[src/rtl/vx_ibuffer_arb.sv]
// vx_ibuffer_arb
//   Round-robin arbiter that picks one per-warp instruction-buffer requester
//   per cycle and registers its payload into a single issue-port stage.
//
// Parameters
//   NUM_REQS   : number of requesters (1..32)
//   DATA_WIDTH : payload width of one requester
//   SEL_W      : derived, max(1, clog2(NUM_REQS))
//
// Ports
//   clk        : clock, all state on rising edge
//   reset      : asynchronous active-low reset
//   req_valid  : per-requester valid
//   req_data   : requester i payload at [i*DATA_WIDTH +: DATA_WIDTH]
//   req_mask   : per-requester eligibility (scoreboard / stall gating)
//   req_ready  : one-hot accept for the granted requester (combinational)
//   out_valid  : issue-port valid (registered)
//   out_data   : issued payload (registered)
//   out_sel    : index of the requester that supplied out_data (registered)
//   out_ready  : downstream accept
//   perf_issued, perf_stalls : saturating event counters, only present when
//                the macro VX_IBUFFER_ARB_PERF_EN is defined
module vx_ibuffer_arb #(
    parameter  int NUM_REQS   = 4,
    parameter  int DATA_WIDTH = 128,
    localparam int SEL_W      = (NUM_REQS > 1) ? $clog2(NUM_REQS) : 1
) (
    input  logic                           clk,
    input  logic                           reset,
    input  logic [NUM_REQS-1:0]            req_valid,
    input  logic [NUM_REQS*DATA_WIDTH-1:0] req_data,
    input  logic [NUM_REQS-1:0]            req_mask,
    output logic [NUM_REQS-1:0]            req_ready,
    output logic                           out_valid,
    output logic [DATA_WIDTH-1:0]          out_data,
    output logic [SEL_W-1:0]               out_sel,
    input  logic                           out_ready
`ifdef VX_IBUFFER_ARB_PERF_EN
    ,
    output logic [31:0]                    perf_issued,
    output logic [31:0]                    perf_stalls
`endif
);

    localparam logic [SEL_W:0] NUM_REQS_W = (SEL_W + 1)'(NUM_REQS);

    logic [NUM_REQS-1:0]   eligible;
    logic [2*NUM_REQS-1:0] elig_shift;
    logic [NUM_REQS-1:0]   elig_rot;
    logic                  stage_free;
    logic                  grant_vld;
    logic                  grant;
    logic [SEL_W-1:0]      grant_off;
    logic [SEL_W:0]        grant_sum;
    logic [SEL_W-1:0]      grant_idx;
    logic [SEL_W:0]        ptr_sum;
    logic [SEL_W-1:0]      rr_ptr;
    logic [SEL_W-1:0]      rr_ptr_nxt;
    logic [DATA_WIDTH-1:0] req_data_arr [NUM_REQS];

    // Stage 0: eligibility, rotated priority search, one-hot ready
    assign eligible   = req_valid & req_mask;
    assign stage_free = !out_valid || out_ready;

    // Rotating the eligible vector by rr_ptr turns the round-robin search
    // into a plain lowest-set-bit search over offsets from rr_ptr.
    assign elig_shift = {eligible, eligible} >> rr_ptr;
    assign elig_rot   = elig_shift[NUM_REQS-1:0];

    always_comb begin
        grant_vld = 1'b0;
        grant_off = '0;
        for (int k = 0; k < NUM_REQS; k++) begin
            if (!grant_vld && elig_rot[k]) begin
                grant_vld = 1'b1;
                grant_off = SEL_W'(k);
            end
        end
    end

    // Both operands are below NUM_REQS, so one conditional subtract wraps.
    always_comb begin
        grant_sum = {1'b0, rr_ptr} + {1'b0, grant_off};
        if (grant_sum >= NUM_REQS_W) begin
            grant_sum = grant_sum - NUM_REQS_W;
        end
        grant_idx = grant_sum[SEL_W-1:0];
    end

    always_comb begin
        ptr_sum = {1'b0, grant_idx} + (SEL_W + 1)'(1);
        if (ptr_sum >= NUM_REQS_W) begin
            ptr_sum = '0;
        end
        rr_ptr_nxt = ptr_sum[SEL_W-1:0];
    end

    always_comb begin
        for (int i = 0; i < NUM_REQS; i++) begin
            req_data_arr[i] = req_data[i*DATA_WIDTH +: DATA_WIDTH];
        end
    end

    // Gating with reset keeps every ready low while reset is held, so no
    // requester believes it handed off a payload that the cleared stage drops.
    assign grant     = grant_vld && stage_free && reset;
    assign req_ready = grant ? (NUM_REQS'(1) << grant_idx) : '0;

    // Stage 1: issue register and round-robin pointer
    always_ff @(posedge clk or negedge reset) begin
        if (!reset) begin
            out_valid <= 1'b0;
            out_data  <= '0;
            out_sel   <= '0;
            rr_ptr    <= '0;
        end else begin
            if (grant) begin
                out_valid <= 1'b1;
                out_data  <= req_data_arr[grant_idx];
                out_sel   <= grant_idx;
                rr_ptr    <= rr_ptr_nxt;
            end else if (out_ready) begin
                out_valid <= 1'b0;
            end
        end
    end

`ifdef VX_IBUFFER_ARB_PERF_EN
    function automatic logic [31:0] sat_inc(input logic [31:0] v);
        return (v == 32'hFFFF_FFFF) ? v : v + 32'd1;
    endfunction

    always_ff @(posedge clk or negedge reset) begin
        if (!reset) begin
            perf_issued <= '0;
            perf_stalls <= '0;
        end else begin
            if (out_valid && out_ready) begin
                perf_issued <= sat_inc(perf_issued);
            end
            if (out_valid && !out_ready) begin
                perf_stalls <= sat_inc(perf_stalls);
            end
        end
    end
`endif

endmodule

[config.mk]
export PLATFORM = sky130hd
export DESIGN_NAME = vx_ibuffer_arb
export DESIGN_NICKNAME = d
export VERILOG_FILES = /design/src/rtl/vx_ibuffer_arb.sv
export SDC_FILE = /design/constraint.sdc
export NUM_CORES = 1
export LEC_CHECK = 0
export ABC_AREA = 1
export BUFFER_PORTS_ARGS = -buffer_cell sky130_fd_sc_hd__buf_2
export CAP_MARGIN = 30
export CORE_AREA = 2 2 256 258
export CTS_BUF_LIST = sky130_fd_sc_hd__clkbuf_8 sky130_fd_sc_hd__clkbuf_16
export DETAILED_ROUTE_END_ITERATION = 8
export DIE_AREA = 0 0 258 260
export SLEW_MARGIN = 20
export SYNTH_ARGS = -nofsm -noshare
export SYNTH_HDL_FRONTEND = slang
export SYNTH_SLANG_ARGS = --single-unit
[constraint.sdc]
create_clock -name clk -period 5.12 [get_ports clk]
set_input_delay 1.024 -clock clk [delete_from_list [all_inputs] [get_ports clk]]
set_output_delay 1.024 -clock clk [all_outputs]
set_load 0.005 [all_outputs]
* After elaboration in Yosys (flattened, before gate mapping) *
Index checks and enable logic that the tools add are counted.

word-level totals
  register bits after elaboration = 133
  input port bits = 523
  output and inout port bits = 135

cells by class
  add/subtract/negate cells = 3
  magnitude comparators = 3
  shifts and indexed selects = 2
  multiplexer cells = 15
  bitwise logic cells = 2
  reduce and logical (&&, ||, !) cells = 11

operators with widths
  kind                                                                number
  128-bit binary-select mux with 2-bit select                         1
  128-bit two-way mux                                                 2
  3-bit >= comparator, second input constant                          3
  2-bit two-way mux                                                   4
  8-bit by 2-bit right shift with 4-bit output                        1
  1-bit two-way mux                                                   7
  1-bit logical AND                                                   5
  4-bit AND                                                           1
  1-bit zero test                                                     4
  4-bit two-way mux                                                   1
  1-bit by 2-bit left shift with 4-bit output, first input constant   1
  2-bit by 1-bit adder with 3-bit output, second input constant       1
  2-bit by 2-bit adder with 3-bit output                              1
  2-bit inverter with 3-bit output                                    1
  2-bit nonzero test                                                  1
  2-bit by 1-bit subtractor with 2-bit output, second input constant  1
  1-bit logical OR                                                    1

* Logic depth before layout (Yosys ltp) *
  depth after elaboration = 19
  gate-level depth with buffers = 17
  gate-level depth less buffers = 15

* Worst setup path before layout *
Ideal clock, no wire load.

  path type = input to output
  start = input port req_valid[2]
  end = output port req_ready[1]
  arrival time = 2.708 ns
  data required time = 4.096 ns
  slack = 1.388 ns
  stages = 12
  path buffers = 3
  path through = nand2_1 nand2_1 nand3_1 nand2_1 a21oi_1 nor2_1 ha_1 buf_2 buf_2 buf_1 nand2_1 nor2_1

on the way
  word-level cells in the longest chain between the ends = 17
  elaborated cells on any way between the ends = 23
  those cells by class = add/sub: 2; order compare: 1; shift: 2; mux: 9; bitwise: 1; reduce/logical: 8

ends and longest elaborated chain
  item                                                                                       RTL line  text
  start, declared                                                                            30        input logic [NUM_REQS-1:0] req_valid,
  4-bit AND (*)                                                                              62        assign eligible = req_valid & req_mask;
  8-bit by 2-bit right shift with 4-bit output (*)                                           67        assign elig_shift = {eligible, eligible} >> rr_ptr;
  1-bit two-way mux                                                                          74        if (!grant_vld && elig_rot[k]) begin
  1-bit zero test                                                                            74
  1-bit logical AND                                                                          74
  1-bit two-way mux                                                                          74
  1-bit zero test                                                                            74
  1-bit logical AND                                                                          74
  (+2 left out)                                                                              --
  1-bit logical AND                                                                          74
  2-bit two-way mux (*)                                                                      74
  2-bit by 2-bit adder with 3-bit output (*)                                                 83        grant_sum = {1'b0, rr_ptr} + {1'b0, grant_off};
  3-bit >= comparator / 2-bit by 1-bit subtractor with 2-bit output (equally long branches)  84, 85
  2-bit two-way mux (*)                                                                      84        if (grant_sum >= NUM_REQS_W) begin
  via grant_sum[0]                                                                           54        logic [SEL_W:0] grant_sum;
  1-bit by 2-bit left shift with 4-bit output (*)                                            107       assign req_ready = grant ? (NUM_REQS'(1) << grant_idx) : '0;
  4-bit two-way mux (*)                                                                      107
  end, declared                                                                              33        output logic [NUM_REQS-1:0] req_ready,

The timed path passes the listed nets; every way through them passes the cells marked *.

* Worst setup path in the final report *
  start = input port req_mask[3]
  end = output port req_ready[3]

on the way
  word-level cells in the longest chain between the ends = 17
  elaborated cells on any way between the ends = 23
  those cells by class = add/sub: 2; order compare: 1; shift: 2; mux: 9; bitwise: 1; reduce/logical: 8

ends and longest elaborated chain
  item                                                                                       RTL line  text
  start, declared                                                                            32        input logic [NUM_REQS-1:0] req_mask,
  4-bit AND (*)                                                                              62
  8-bit by 2-bit right shift with 4-bit output (*)                                           67
  1-bit two-way mux                                                                          74
  1-bit zero test                                                                            74
  1-bit logical AND                                                                          74
  1-bit two-way mux                                                                          74
  1-bit zero test                                                                            74
  1-bit logical AND                                                                          74
  1-bit two-way mux                                                                          74
  1-bit zero test                                                                            74
  1-bit logical AND                                                                          74
  2-bit two-way mux                                                                          74
  2-bit by 2-bit adder with 3-bit output                                                     83
  3-bit >= comparator / 2-bit by 1-bit subtractor with 2-bit output (equally long branches)  84, 85
  2-bit two-way mux                                                                          84
  1-bit by 2-bit left shift with 4-bit output                                                107
  4-bit two-way mux (*)                                                                      107

Mark *: on every way between the ends. The rest lies on a longest branch, timed or not.

==> flow_metrics.env <==
export IMPL_min_to="out_data[29]"
export IMPL_coreArea_um2=64100
export IMPL_irDropWorstVdd_uv=1600
export IMPL_hp_start="out_data[29]"
export IMPL_routabilityCongestion=0.884
export IMPL_root_buffer="clkbuf_16"
export IMPL_ys_flop_type="dfrtp_1"
export IMPL_syn2layout_area_growth_pct=50.6
export IMPL_drc=0
export IMPL_max_cap_violations=0
export IMPL_htree_levels=4
export IMPL_synth_area_um2=9420
export IMPL_fin_tns_setup_ns=0
export IMPL_io_buffers=657
export IMPL_synthXorXnorAreaFrac=0.000930
export IMPL_post_cts_resized=0
export IMPL_cts_clk_slew_worst_paths_ns=0.06
export IMPL_dr_pass1_iters=5
export IMPL_wl_per_cell_um=16.7
export IMPL_leakage_nw=7.95
export IMPL_worstMarginPinSlew_ns=1.05
export IMPL_r2r_end="out_data[79]"
export IMPL_start_util=0.147
export IMPL_synth_simple_area_share=0.314
export IMPL_syn_inst=1200
export IMPL_post_route_period_util=0.781
export IMPL_hpwl_mm=35.9
export IMPL_synth_top_family_by_area="simple AND/OR/NAND/NOR gates"
export IMPL_synth_seq_area_share=0.353
export IMPL_ys_types=19
export IMPL_worstSetupEndpointType="output pin"
export IMPL_fp_dieH_um=260
export IMPL_grt_pass1_vias=10600
export IMPL_postSynth_asyncResetShare=1.00
export IMPL_die_area_um2=67100
export IMPL_dp_cells=2627
export IMPL_die_w_um=258
export IMPL_io_pins=658
export IMPL_cts_hold_buffers=0
export IMPL_cts_sinks=133
export IMPL_skew_ns=0.00617
export IMPL_rsz0062_at_grt="no"
export IMPL_rows=93
export IMPL_worstPathRequired_ns=4.10
export IMPL_synthMostInstantiatedCell="nand2_1"
export IMPL_synth_edf_count=0
export IMPL_worstPathArrival_ns=2.98
export IMPL_routed_wl_mm=44.5
export IMPL_antenna_left=0
export IMPL_muxShareOfSynthArea=0.272
export IMPL_yosysTopAreaCell="dfrtp_1"
export IMPL_finalCoreUtilization=0.221
export IMPL_grt_pass1_wl_mm=63.7
export IMPL_ff2ff_path_depth=14
export IMPL_cts_buffers=17
export IMPL_syn_nets=1725
export IMPL_period_minus_slack_ns=4.00
export IMPL_overflow=0
export IMPL_synth_compound_area_share=0.00266
export IMPL_clk_latency_ns=0.45
export IMPL_synthTopCellsByCount="421 x nand2_1, 264 x nand3_1, 256 x mux2i_1, 133 x dfrtp_1, 58 x buf_2"
export IMPL_finalHoldViolations=0
export IMPL_yosys_area_share_adder=0.00266
export IMPL_drv_slew=0
export IMPL_critical_path_class="input pin to output pin"
export IMPL_ys_top_cells_by_area="dfrtp_1 35%, mux2i_1 27%, nand2_1 17%, nand3_1 14%, buf_2 3.1%"
export IMPL_synth_top_area_share=0.353
export IMPL_final_cells=2665
export IMPL_cellPowerDensity_nw_per_um2=877
export IMPL_grt_antenna_before_repair=18
export IMPL_start_kind="input pin"
export IMPL_synth_warning_count=0
export IMPL_drive_gt1_frac=0.395
export IMPL_r2r_start="rr_ptr[0]"
export IMPL_grt_start_max_net_pins=129
export IMPL_clock_fmax_ghz=0.250
export IMPL_routed_via_density=4.02
export IMPL_cts_tree="done"
export IMPL_via_count=10700
export IMPL_track_usage=0.128
export IMPL_min_path_type="flop to flop"
export IMPL_ys_seq_elements=133
export IMPL_drt_first_iter_violations=770
export IMPL_nets=2316
export IMPL_status="complete, no violations"
export IMPL_syn_avg_cell_area_um2=7.85
export IMPL_hold_depth=2
export IMPL_setup_violations=0
export IMPL_relSlewSlack=0.302
export IMPL_cts_max_path_buffers=2
export IMPL_r2r_slack_ns=1.87
export IMPL_critPathMaxFanout=22
export IMPL_post_cts_buffers=0
[per-layer routing]
layer	vias to the layer above	wire length (um)	track usage
met5	-	67	0
met4	12	1670	0.0572
met3	88	4000	0.0440
met2	535	21100	0.216
met1	4813	17700	0.146
li1	5257	-	-
[cell families (layout without fill, tap and decap cells)]
family | Yosys count | count (layout)
AND/OR/NAND/NOR | 696 | 696
multiplexers | 256 | 256
flip-flops | 133 | 133
buffers and inverters | 107 | 711
AO/OA/AOI/OAI | 5 | 5
adder cells (fa/ha/maj) | 2 | 2
XOR/XNOR | 1 | 1
other | 0 | 6
[where the power goes]
group	internal, W	switching, W	total [W]
logic	0.00368	0.00540	0.00908
registers	0.00162	0.000323	0.00195
clock network	0.000889	0.000525	0.00141
[worst max path at each step]
stage | from | slack (ns) | endpoint
after floorplan | req_valid[2] | 1.39 | req_ready[1]
after global placement | req_mask[3] | 1.14 | req_ready[3]
after detailed placement | req_mask[3] | 1.12 | req_ready[3]
after CTS | req_mask[3] | 1.12 | req_ready[3]
after global routing | req_valid[0] | 0.92 | req_ready[3]
final | req_mask[3] | 1.12 | req_ready[3]
[state kept, by name (all words and copies together), names as in the netlist]
signal,flops
out_valid,1
out_sel,2
out_data,128
rr_ptr,2
[layout by cell type (no fill, tap or decap), drive strengths merged]
cell,n
a21oi,1
nor2,9
ha,2
diode,6
nand3,264
buf,672
dfrtp,133
nand2,423
mux2i,256
clkbuf,19
o21ai,4
clkinv,6
xor2,1
bufinv,5
inv,9
[cell type report]
cell class	count	area (um2)
clock buffers	19	453
fillers	7151	49900
repair buffers	672	3460
inverters	7	28.8
multi-input cells	960	5630
well taps	855	1070
diodes	6	15.0
clock inverters	13	204
flip-flops and latches	133	3330
[critical path, stage by stage]
cell	delay (ns)
buf_2	0.11
nand2_1	0.08
nand2_1	0.09
nand2_1	0.08
nand2_1	0.04
nand2_1	0.08
a21oi_1	0.06
nor2_1	0.15
ha_4	0.15
xor2_1	0.28
nand2_4	0.24
nand2_8	0.17
ha_1	0.15
inv_1	0.04
nor2_1	0.08
buf_2	0.14
[stage by stage]
step | power (W) | setup slack (ns) | hold slack [ns] | area (um2)
2_1_floorplan | 0.00868 | 1.39 | 0.465 | 9420
6_report | 0.0124 | 1.12 | 0.470 | 14200
3_3_place_gp | 0.0110 | 1.14 | 0.455 | 13500
4_1_cts | 0.0125 | 1.12 | 0.440 | 14200
3_5_place_dp | 0.0110 | 1.12 | 0.460 | 13500
5_1_grt | 0.0135 | 0.920 | 0.455 | 14200
Note: power is estimated with default switching activity, not from simulation.
